==> config.mk <==
export PLATFORM = sky130hd
export DESIGN_NAME = step_sequencer_flat
export DESIGN_NICKNAME = d
export VERILOG_FILES = /design/src/rtl/step_sequencer_if.sv /design/src/rtl/step_sequencer.sv /design/src/flat_wrapper.sv
export SDC_FILE = /design/constraint.sdc
export NUM_CORES = 1
export LEC_CHECK = 0
export ABC_AREA = 1
export BUFFER_PORTS_ARGS = -buffer_cell sky130_fd_sc_hd__buf_2
export CORE_AREA = 2 2 39 41
export DETAILED_ROUTE_END_ITERATION = 10
export DIE_AREA = 0 0 41 43
export PLACE_DENSITY_LB_ADDON = 0.12
export SLEW_MARGIN = 20
export SYNTH_ARGS = -nofsm -noshare
export SYNTH_HDL_FRONTEND = slang
export SYNTH_SLANG_ARGS = --single-unit
==> constraint.sdc <==
create_clock -name CP -period 2.3 [get_ports CP]
set_input_delay 0.23 -clock CP [delete_from_list [all_inputs] [get_ports CP]]
set_output_delay 0.23 -clock CP [all_outputs]
set_load 0.05 [all_outputs]
==> src/rtl/step_sequencer_if.sv <==
// Control-unit side of the step sequencer: run/halt/restart/load controls in,
// decoder select and enables out.
interface step_sequencer_if;
  logic       START;
  logic       HLT;
  logic       RESUME;
  logic       SR;
  logic       N_PE;
  logic [2:0] D;
  logic [2:0] Q;
  logic       E3;
  logic       N_E;
  logic       TC;
  logic       RUNNING;

  modport master (
    output START, HLT, RESUME, SR, N_PE, D,
    input  Q, E3, N_E, TC, RUNNING
  );

  modport slave (
    input  START, HLT, RESUME, SR, N_PE, D,
    output Q, E3, N_E, TC, RUNNING
  );
endinterface

==> src/rtl/step_sequencer.sv <==
// Microcode step sequencer feeding a 3->8 timing-step decoder.
// Optional parallel load is enabled by defining STEP_LOAD_EN.
//
// state | meaning
// IDLE  | after reset, decoder disabled, waiting for START
// RUN   | stepping, one decoder strobe per clock
// HOLD  | frozen by HLT, decoder disabled, waiting for RESUME
module step_sequencer #(
  parameter int unsigned LAST_STEP = 7
) (
  input logic CP,
  input logic MR,
  step_sequencer_if.slave bus
);

  localparam logic [2:0] LAST_Q = 3'(LAST_STEP);

  typedef enum logic [1:0] {
    IDLE = 2'd0,
    RUN  = 2'd1,
    HOLD = 2'd2
  } state_t;

  state_t     state, state_nxt;
  logic [2:0] q, q_nxt;
  logic       load;

`ifdef STEP_LOAD_EN
  assign load = !bus.N_PE;
`else
  logic unused_load;
  assign unused_load = ^{bus.N_PE, bus.D};
  assign load = 1'b0;
`endif

  always_ff @(posedge CP or posedge MR) begin
    if (MR) begin
      state <= IDLE;
      q     <= 3'd0;
    end else begin
      state <= state_nxt;
      q     <= q_nxt;
    end
  end

  always_comb begin
    state_nxt = state;
    q_nxt     = q;

    case (state)
      IDLE:    if (bus.START) state_nxt = RUN;
      RUN:     if (bus.HLT) state_nxt = HOLD;
      HOLD:    if (bus.RESUME && !bus.HLT) state_nxt = RUN;
      default: state_nxt = IDLE;
    endcase

    // SR zeroes the step in every state, even alongside HLT.
    if (bus.SR) begin
      q_nxt = 3'd0;
    end else if (state == RUN && !bus.HLT) begin
      if (load)
        q_nxt = bus.D;
      else if (q >= LAST_Q)
        q_nxt = 3'd0;
      else
        q_nxt = q + 3'd1;
    end
  end

  assign bus.Q       = q;
  assign bus.E3      = (state == RUN);
  assign bus.N_E     = (state != RUN);
  assign bus.RUNNING = (state == RUN);
  assign bus.TC      = (state == RUN) && (q == LAST_Q);

`ifdef FORMAL
  always_comb begin
    assert (bus.N_E == !bus.E3);
    if (bus.E3) assert (state == RUN);
    if (bus.TC) assert (bus.E3);
    if (MR) assert (q == 3'd0);
`ifndef STEP_LOAD_EN
    assert (q <= LAST_Q);
`endif
  end
`endif

endmodule

==> src/flat_wrapper.sv <==
// flat-port wrapper written by rule: the top's interface ports become plain ports
module step_sequencer_flat 
#(
  parameter int unsigned LAST_STEP = 7
)
  (CP, MR, bus_START, bus_HLT, bus_RESUME, bus_SR, bus_N_PE, bus_D, bus_Q, bus_E3, bus_N_E, bus_TC, bus_RUNNING);
  step_sequencer_if bus_i ();
  input logic CP;
  input logic MR;
  input wire logic [$bits(bus_i.START)-1:0] bus_START;
  input wire logic [$bits(bus_i.HLT)-1:0] bus_HLT;
  input wire logic [$bits(bus_i.RESUME)-1:0] bus_RESUME;
  input wire logic [$bits(bus_i.SR)-1:0] bus_SR;
  input wire logic [$bits(bus_i.N_PE)-1:0] bus_N_PE;
  input wire logic [$bits(bus_i.D)-1:0] bus_D;
  output wire logic [$bits(bus_i.Q)-1:0] bus_Q;
  output wire logic [$bits(bus_i.E3)-1:0] bus_E3;
  output wire logic [$bits(bus_i.N_E)-1:0] bus_N_E;
  output wire logic [$bits(bus_i.TC)-1:0] bus_TC;
  output wire logic [$bits(bus_i.RUNNING)-1:0] bus_RUNNING;
  assign bus_i.START = bus_START;
  assign bus_i.HLT = bus_HLT;
  assign bus_i.RESUME = bus_RESUME;
  assign bus_i.SR = bus_SR;
  assign bus_i.N_PE = bus_N_PE;
  assign bus_i.D = bus_D;
  assign bus_Q = bus_i.Q;
  assign bus_E3 = bus_i.E3;
  assign bus_N_E = bus_i.N_E;
  assign bus_TC = bus_i.TC;
  assign bus_RUNNING = bus_i.RUNNING;
  step_sequencer #(.LAST_STEP(LAST_STEP)) u_core (.CP(CP), .MR(MR), .bus(bus_i));
endmodule
== Word level (Yosys, flattened, before mapping) ==
Cells that the tools add are included.

* Bits in registers: 5
* Bits of input ports: 10
* Output and inout port bits: 7
* Logic and storage cells: 25

* Add/subtract/negate cells: 1
* Magnitude comparators: 1
* Eq/ne operators: 7
* Mux-type cells: 7
* Reduce and logical (&&, ||, !) cells: 7

{| class="wikitable"
|+ Operators with widths
! operator !! count
|-
| 3-bit two-way mux || 3
|-
| 2-bit two-way mux || 3
|-
| 2-bit one-hot mux with 3 select lines || 1
|-
| 2-bit by 1-bit != test with 1-bit output (second input constant) || 2
|-
| 2-bit != test (second input constant) || 2
|-
| 3-bit by 1-bit adder with 3-bit output (second input constant) || 1
|-
| 3-bit equality test (second input constant) || 1
|-
| 3-bit greater-or-equal comparator (second input constant) || 1
|-
| 1-bit logical AND || 3
|-
| 3-bit AND reduction || 1
|-
| 2-bit by 1-bit equality test with 1-bit output (second input constant) || 1
|-
| 2-bit equality test (second input constant) || 1
|-
| 2-bit logical NOT || 1
|-
| 2-bit nonzero test || 1
|-
| 1-bit logical NOT || 1
|}

== Longest topological paths before layout ==
Gate-level depths: netlist (run 1).

* Depth in word-level cells: 4
* Gate-level depth with buffers: 7
* Gate-level depth less buffers: 7

== Worst setup path after synthesis (run 1) ==
No wires, ideal clock.

* Path kind: flip-flop to output port
* Start point: reg u_core.q[1] (netlist: u_core.bus.Q[1])
* End point: out bus_TC
* Arrival: 1.709 ns
* Required time: 2.070 ns
* Path slack: 0.361 ns
* Cell stages (with the launch flop): 5
* Path buffers: 0
* Path through: dfrtp_1 -> ha_1 -> ha_1 -> inv_1 -> nor2_1

* Longest elaborated chain between the ends: 2

{| class="wikitable"
|+ Ends and longest elaborated chain
! item !! RTL line !! RTL
|-
| from (decl) || step_sequencer.sv:25 || <nowiki>logic [2:0] q, q_nxt;</nowiki>
|-
| from (signal assigned) || step_sequencer.sv:42 || <nowiki>q <= q_nxt;</nowiki>
|-
| 3-bit equality test || step_sequencer.sv:74 || <nowiki>assign bus.TC = (state == RUN) && (q == LAST_Q);</nowiki>
|-
| 1-bit logical AND || step_sequencer.sv:74 ||
|-
| to (decl) || flat_wrapper.sv:19 || <nowiki>output wire logic [$bits(bus_i.TC)-1:0] bus_TC;</nowiki>
|}

Every way passes these cells.

== Worst setup path after layout (run 1) ==
* Start point: reg u_core.q[0] (netlist: u_core.bus.Q[0])
* End point: out bus_TC

The elaborated chain is that of the path after synthesis.

==> results of run 1 <==
-- cell families (layout without fill, tap and decap cells) --
family                   after synthesis  after routing  synth area share, %
AND/OR/NAND/NOR                       23             23                 34.6
buffers and inverters                 10             26                 14.4
adder cells (fa/ha/maj)                2              2                 8.23
AO/OA/AOI/OAI                          1              1                 1.64
flip-flops                             5              5                 41.2
-- per-layer routing --
metal / up-vias / wire length, um
met4: 0 / 6
met3: 2 / 30
li1: 157 / -
met1: 128 / 276
met2: 6 / 297
met5: - / 0
-- worst max path at each step --
stage / to / slack, ns
2_1_floorplan: bus_TC / 0.36
3_3_place_gp: bus_TC / 0.97
3_5_place_dp: bus_TC / 0.97
4_1_cts: bus_TC / 0.72
5_1_grt: bus_TC / 0.64
6_report: bus_TC / 0.73
-- state kept, by name (all words and copies together), names as in the netlist --
name,flops
u_core.bus.Q,3
u_core.state,2
-- final cells by class --
type                    count  area (sq um)
clock buffers               4          26.3
fillers                   150           971
inverters                   9          36.3
multi-input cells          26           135
flip-flops and latches      5           125
well taps                  16          20.0
repair buffers             13          70.1
-- power by group through the flow --
stage | sequential, mW | clock (mW) | combinational [mW]
floorplan | 0.158 | 0 | 0.218
finish | 0.135 | 0.101 | 0.286
CTS | 0.135 | 0.105 | 0.290
global placement | 0.136 | 0 | 0.289
global route | 0.137 | 0.112 | 0.306
detailed placement | 0.136 | 0 | 0.288
-- cell usage in the layout (no fill, tap or decap) --
master         synthesis  final
clkbuf_4               0      3
nand3_1                7      7
nor2_1                 4      4
nand3_2                1      1
inv_1                  7      7
clkbuf_1               0      1
nand2_1               10     10
inv_4                  1      1
nand3b_1               1      1
dfrtp_1                5      5
dlygate4sd3_1          0      1
clkinv_1               1      1
ha_1                   2      2
buf_2                  0     12
o21ai_1                1      1
-- worst register-to-register path, stage by stage, from the launching register on --
cell and delay, ns:
dfrtp_1 0.40, ha_1 0.22, ha_1 0.27, nand3_1 0.08, nor2_1 0.04, nand2_1 0.05
nand2_1 0.04
-- what timing repair did --
item                                   4_1_cts  5_1_grt
endpoints found under the hold margin        5        0
hold buffers                                 1        0
setup buffers                                0        0
-- through the flow --
step | util (%) | instances | setup WS (ns) | power (mW) | hold WS [ns]
after floorplan | - | 41 | 0.361 | 0.377 | 0.00852
after global placement | 27.2 | 68 | 0.973 | 0.425 | 0.142
after detailed placement | 27.2 | 68 | 0.969 | 0.424 | 0.142
after CTS | 29.8 | 73 | 0.718 | 0.529 | 0.287
after global routing | 29.8 | 73 | 0.641 | 0.555 | 0.310
final | 29.8 | 73 | 0.732 | 0.521 | 0.286
==> flow_summary.ini, run 1 <==
[die]
rows = 14
ios = 17
die-area_sq_um = 1760
die_y_um = 43
initial_core_util_pct = 22.0
die_w_um = 41
core-area_sq_um = 1380

[cts]
cts_tree = done
postCtsResizedCells = 0
insertion_delay_ns = 0.24
cts_made_buffers = 3
clockBufferDepth = 2
clk_pin_slew_ns = 0.05
cts_sinks = 5
cts_max_level = 1
cts-root-buf = clkbuf_4

[pwr]
internal_power_mw = 0.242
power_switching_mw = 0.280
power_frac_clock_pct = 19.3
vdd_drop_max_uv = 331
p_seq_share_pct = 25.8
combinationalPowerShare_pct = 54.9
p_leak_nw = 0.251
power_density_nw_per_um2 = 1260
switching_share_pct = 53.7

[yosys]
synth_area_leaders = dfrtp_1 41%, nand2_1 12%, nand3_1 12%, inv_1 8.6%, ha_1 8.2%
synth.distinct_cells = 12
synthArstFlopShare_pct = 100
synth_area_per_cell_sq_um = 7.42
synthCells = 41
yosysWarningCount = 0
synth_top_area_share_pct = 41.2
ys_top_cells_by_count = 10 x nand2_1, 7 x inv_1, 7 x nand3_1
syn_area_sq_um = 304
synth-edff-count = 0
synth-seq-cells = 5
syn_nets = 53
yosysTopAreaCell = dfrtp_1
ys.flop_type = dfrtp_1
yosysMostFrequentCell = nand2_1
synth-seq-area-share_pct = 41.2

[worst_setup_path]
worstPathMaxFanout = 4
end_kind = primary output
crit_family = flip-flops
slowest_stage = dfrtp_1
rrSetupSlack_ns = 1.10
cp-start-kind = flip-flop
path_class = reg -> out
crit_arrival_ns = 1.34
cpMostUsedCell = ha_1
cpPeakStageDelay_ns = 0.40
cp-startpoint = u_core.bus.Q[0]$_DFFE_PP0P_
crit_buf_inv = 2
worstPathCellList = ha_1 > ha_1 > inv_1 > nor2_1 > buf_2
crit_cells = 5
r2r-start = u_core.bus.Q[0]$_DFFE_PP0P_
r2r_end = u_core.bus.Q[2]$_DFFE_PP0P_
worstPathRequired_ns = 2.07
ff2ff_path_depth = 6

[global_routing]
top_usage_layer = met2
grt_max_degree = 8
grt_util_met3_pct = 4.71
antenna_found_initial = 0
grtUsageMet2_pct = 11.6
track_usage_pct = 8.68
grt_pass1_vias = 241
grt_pass1_wl_um = 966
gr-total-overflow = 0
met1_usage_pct = 10.1

[layout]
final_net_count = 70
area_delta_synth_final_pct = 35.8
drive_gt1_share_pct = 29.8
final_area_sq_um = 413
diodes = 0

[sta]
fin_crit_sh_pct = 68.2
relSlewSlack_pct = 83.6
period_minus_slack_ns = 1.57
finalClockSkew_ns = 0.00735
finalHoldViolCount = 0
worstMarginPinSlew_ns = 0.248
rsz0062_at_grt = false
setup_viol = 0
fmaxAchievable_mhz = 638
report.final.slew_viol_count = 0
tns_ns = 0

[placement]
gp_congestion = 0.694
portBuffers = 12
dpl-instance-area_sq_um = 377
hpwl_um = 481

[routing]
ant_nets = 0
drtPass1Iterations = 4
wire_per_inst_um = 8.37
drc = 0
vias = 293
drtIter0Drc = 4
wl_um = 611
viasPerCell = 4.01

[run_status]
status = finished, final reports clean

[min_path]
whs_path_depth = 4
worstHoldPathType = in -> reg
hold_path.startpoint = bus_RESUME
hold-path-endpoint = u_core.state[1]$_DFFE_PP0P_

[job]
maxCapViolCount = 0
(Power assumes the default switching activity.)
==> run 2: changes to the inputs <==
--- a/config.mk
+++ b/config.mk
@@ -5,7 +5,7 @@
 export SDC_FILE = /design/constraint.sdc
 export NUM_CORES = 1
 export LEC_CHECK = 0
-export ABC_AREA = 1
+export ABC_AREA = 0
 export BUFFER_PORTS_ARGS = -buffer_cell sky130_fd_sc_hd__buf_2
 export CORE_AREA = 2 2 39 41
 export DETAILED_ROUTE_END_ITERATION = 10
==> constraint.sdc (replaced) <==
create_clock -name CP -period 1.6 [get_ports CP]
set_input_delay 0.16 -clock CP [delete_from_list [all_inputs] [get_ports CP]]
set_output_delay 0.16 -clock CP [all_outputs]
set_load 0.05 [all_outputs]
==> run 2 against run 1 <==
Effect of this change: synthesized area down 4.5%; critical path depth down 1; non-clock buffer count increased by 2; largest cell class unchanged; setup slack got worse by 0.64 ns; global-route usage up 0.22 points.
==> flow_summary.ini, run 2 <==
[routing]
wire_per_inst_um = 9.55
viasPerCell = 4.02
wl_um = 592
drc = 0
drtPass1Iterations = 2
vias = 249
drtIter0Drc = 2
ant_nets = 0

[cts]
clk_pin_slew_ns = 0.04
cts_made_buffers = 3
clockBufferDepth = 2
insertion_delay_ns = 0.23
cts_sinks = 5
cts-root-buf = clkbuf_4
cts_tree = done
cts_max_level = 1

[yosys]
syn_nets = 40
yosysMostFrequentCell = dfrtp_1
ys.flop_type = dfrtp_1
yosysTopAreaCell = dfrtp_1
synth-seq-area-share_pct = 43.1
synth-edff-count = 0
synth.distinct_cells = 18
synth-seq-cells = 5
yosysWarningCount = 0
synth_area_per_cell_sq_um = 10.4
synthCells = 28
ys_top_cells_by_count = 5 x dfrtp_1, 3 x nor2_1
synthArstFlopShare_pct = 100
synth_area_leaders = dfrtp_1 43%, ha_1 8.6%, mux2i_1 6.9%, nor3b_4 6.5%, nor2_1 3.9%
syn_area_sq_um = 290
synth_top_area_share_pct = 43.1

[sta]
holdWs_ns = 0.123
fin_crit_sh_pct = 94.4
relSlewSlack_pct = 82.4
rsz0062_at_grt = false
worstMarginPinSlew_ns = 0.264
tns_ns = 0
report.final.slew_viol_count = 0
finalClockSkew_ns = 0.00139
fmaxAchievable_mhz = 662
setup_viol = 0
period_minus_slack_ns = 1.51
finalHoldViolCount = 0

[placement]
gp_congestion = 0.583
hpwl_um = 480
portBuffers = 12
placed_cells = 55
dpl-instance-area_sq_um = 365

[global_routing]
grt_pass1_wl_mm = 1.02
grt_max_degree = 6
track_usage_pct = 8.90
gr-total-overflow = 0
antenna_found_initial = 0
grt_pass1_vias = 244

[worst_setup_path]
worstPathRequired_ns = 1.44
cp-start-kind = flip-flop
slowest_stage = dfrtp_2
crit_buf_inv = 1
crit_family = flip-flops
cpMostUsedCell = ha_1
crit_cells = 4
crit_arrival_ns = 1.35
end_kind = primary output
path_class = reg -> out
rrSetupSlack_ns = 0.42
worstPathMaxFanout = 3
ff2ff_path_depth = 4
cpPeakStageDelay_ns = 0.41
worstPathCellList = ha_1 > ha_1 > and2_1 > buf_4

[pwr]
vdd_drop_max_uv = 613
p_leak_nw = 0.216
power_density_nw_per_um2 = 1800
report.power.total_mw = 0.755

[layout]
final_cells = 62
diodes = 0
drive_gt1_share_pct = 45.7
fill_cells = 154
final_area_sq_um = 419
final_net_count = 59
area_delta_synth_final_pct = 44.4
layout_common_cells = 11 x buf_2, 3 x nor2_1, 3 x clkbuf_4, 3 x buf_4, 3 x dfrtp_1
largest_reg_flops = 3
final_common_cell = buf_2

[die]
die_y_um = 43
core-area_sq_um = 1380
die-area_sq_um = 1760
rows = 14
ios = 17
initial_core_util_pct = 21.0
die_w_um = 41

[min_path]
whs_path_depth = 2
worstHoldPathType = in -> reg

[job]
maxCapViolCount = 0

[run_status]
status = finished, final reports clean
[run 2: report_power, final]
| group | total (mW) | internal [mW] | switching [mW] |
|---|---|---|---|
| combinational | 0.411 | 0.133 | 0.278 |
| clock | 0.140 | 0.0939 | 0.0459 |
| sequential | 0.204 | 0.164 | 0.0404 |
[run 2: worst reg2reg max path, delay by kind of cell, from the launching register on]
family,cells,cell delay (ns)
AOI/OAI and AO/OA,1,0.09
adders and majority gates,2,0.47
DFF,1,0.41
and+or+nand+nor,1,0.06
[run 2: layout make-up]
class,instances,area [sq um],area share [%]
clock buffers,4,26.3,6.27
inverters,2,7.51,1.79
multi-input cells,20,150,35.8
flip-flops and latches,5,128,30.4
well taps,16,20.0,4.78
repair buffers,15,87.6,20.9
[run 2: cells by family after synthesis]
group / after synthesis / synth area share, %
buf+inv: 3 / 5.17
fa+ha+maj: 2 / 8.62
xor+xnor: 1 / 3.02
compound gates: 3 / 5.60
flops: 5 / 43.1
simple gates: 12 / 27.6
mux: 2 / 6.90
[run 2: metal layers]
metal  up-vias  share of wire [%]  global-route usage, %  wire, um
met5         -                  0                      0         0
met4         0                  0                   4.00         0
met3         0                9.1                   4.71        54
met2         8                 52                   11.9       305
met1       111                 39                   11.5       231
li1        130                  -                      -         -
[run 2: path summary, 6_finish.rpt]
kind | from | end
worst max-delay path | u_core.bus.Q[0]$_DFFE_PP0P_ | bus_TC
worst min-delay path | bus_SR | u_core.bus.Q[0]$_DFFE_PP0P_
worst max register to register | u_core.bus.Q[0]$_DFFE_PP0P_ | u_core.bus.Q[2]$_DFFE_PP0P_
worst min register to register | u_core.state[0]$_DFFE_PP0P_ | u_core.state[0]$_DFFE_PP0P_
max in group asynchronous | MR | u_core.bus.Q[1]$_DFFE_PP0P_
min in group asynchronous | MR | u_core.bus.Q[2]$_DFFE_PP0P_
[run 2: metrics by stage]
step                utilization (%)  worst slack (ns)
finish                         30.3            0.0888
global route                   30.3           0.00193
CTS                            29.0            0.0284
detailed placement             26.4             0.296
global placement               26.4             0.300
floorplan                         -             0.136
[run 2: what timing repair did]
action / CTS / global route
gates resized for setup: 0 / 2
hold buffers: 1 / 0
setup endpoints to repair: 0 / 1
endpoints found under the hold margin: 5 / 0
setup buffers: 0 / 2
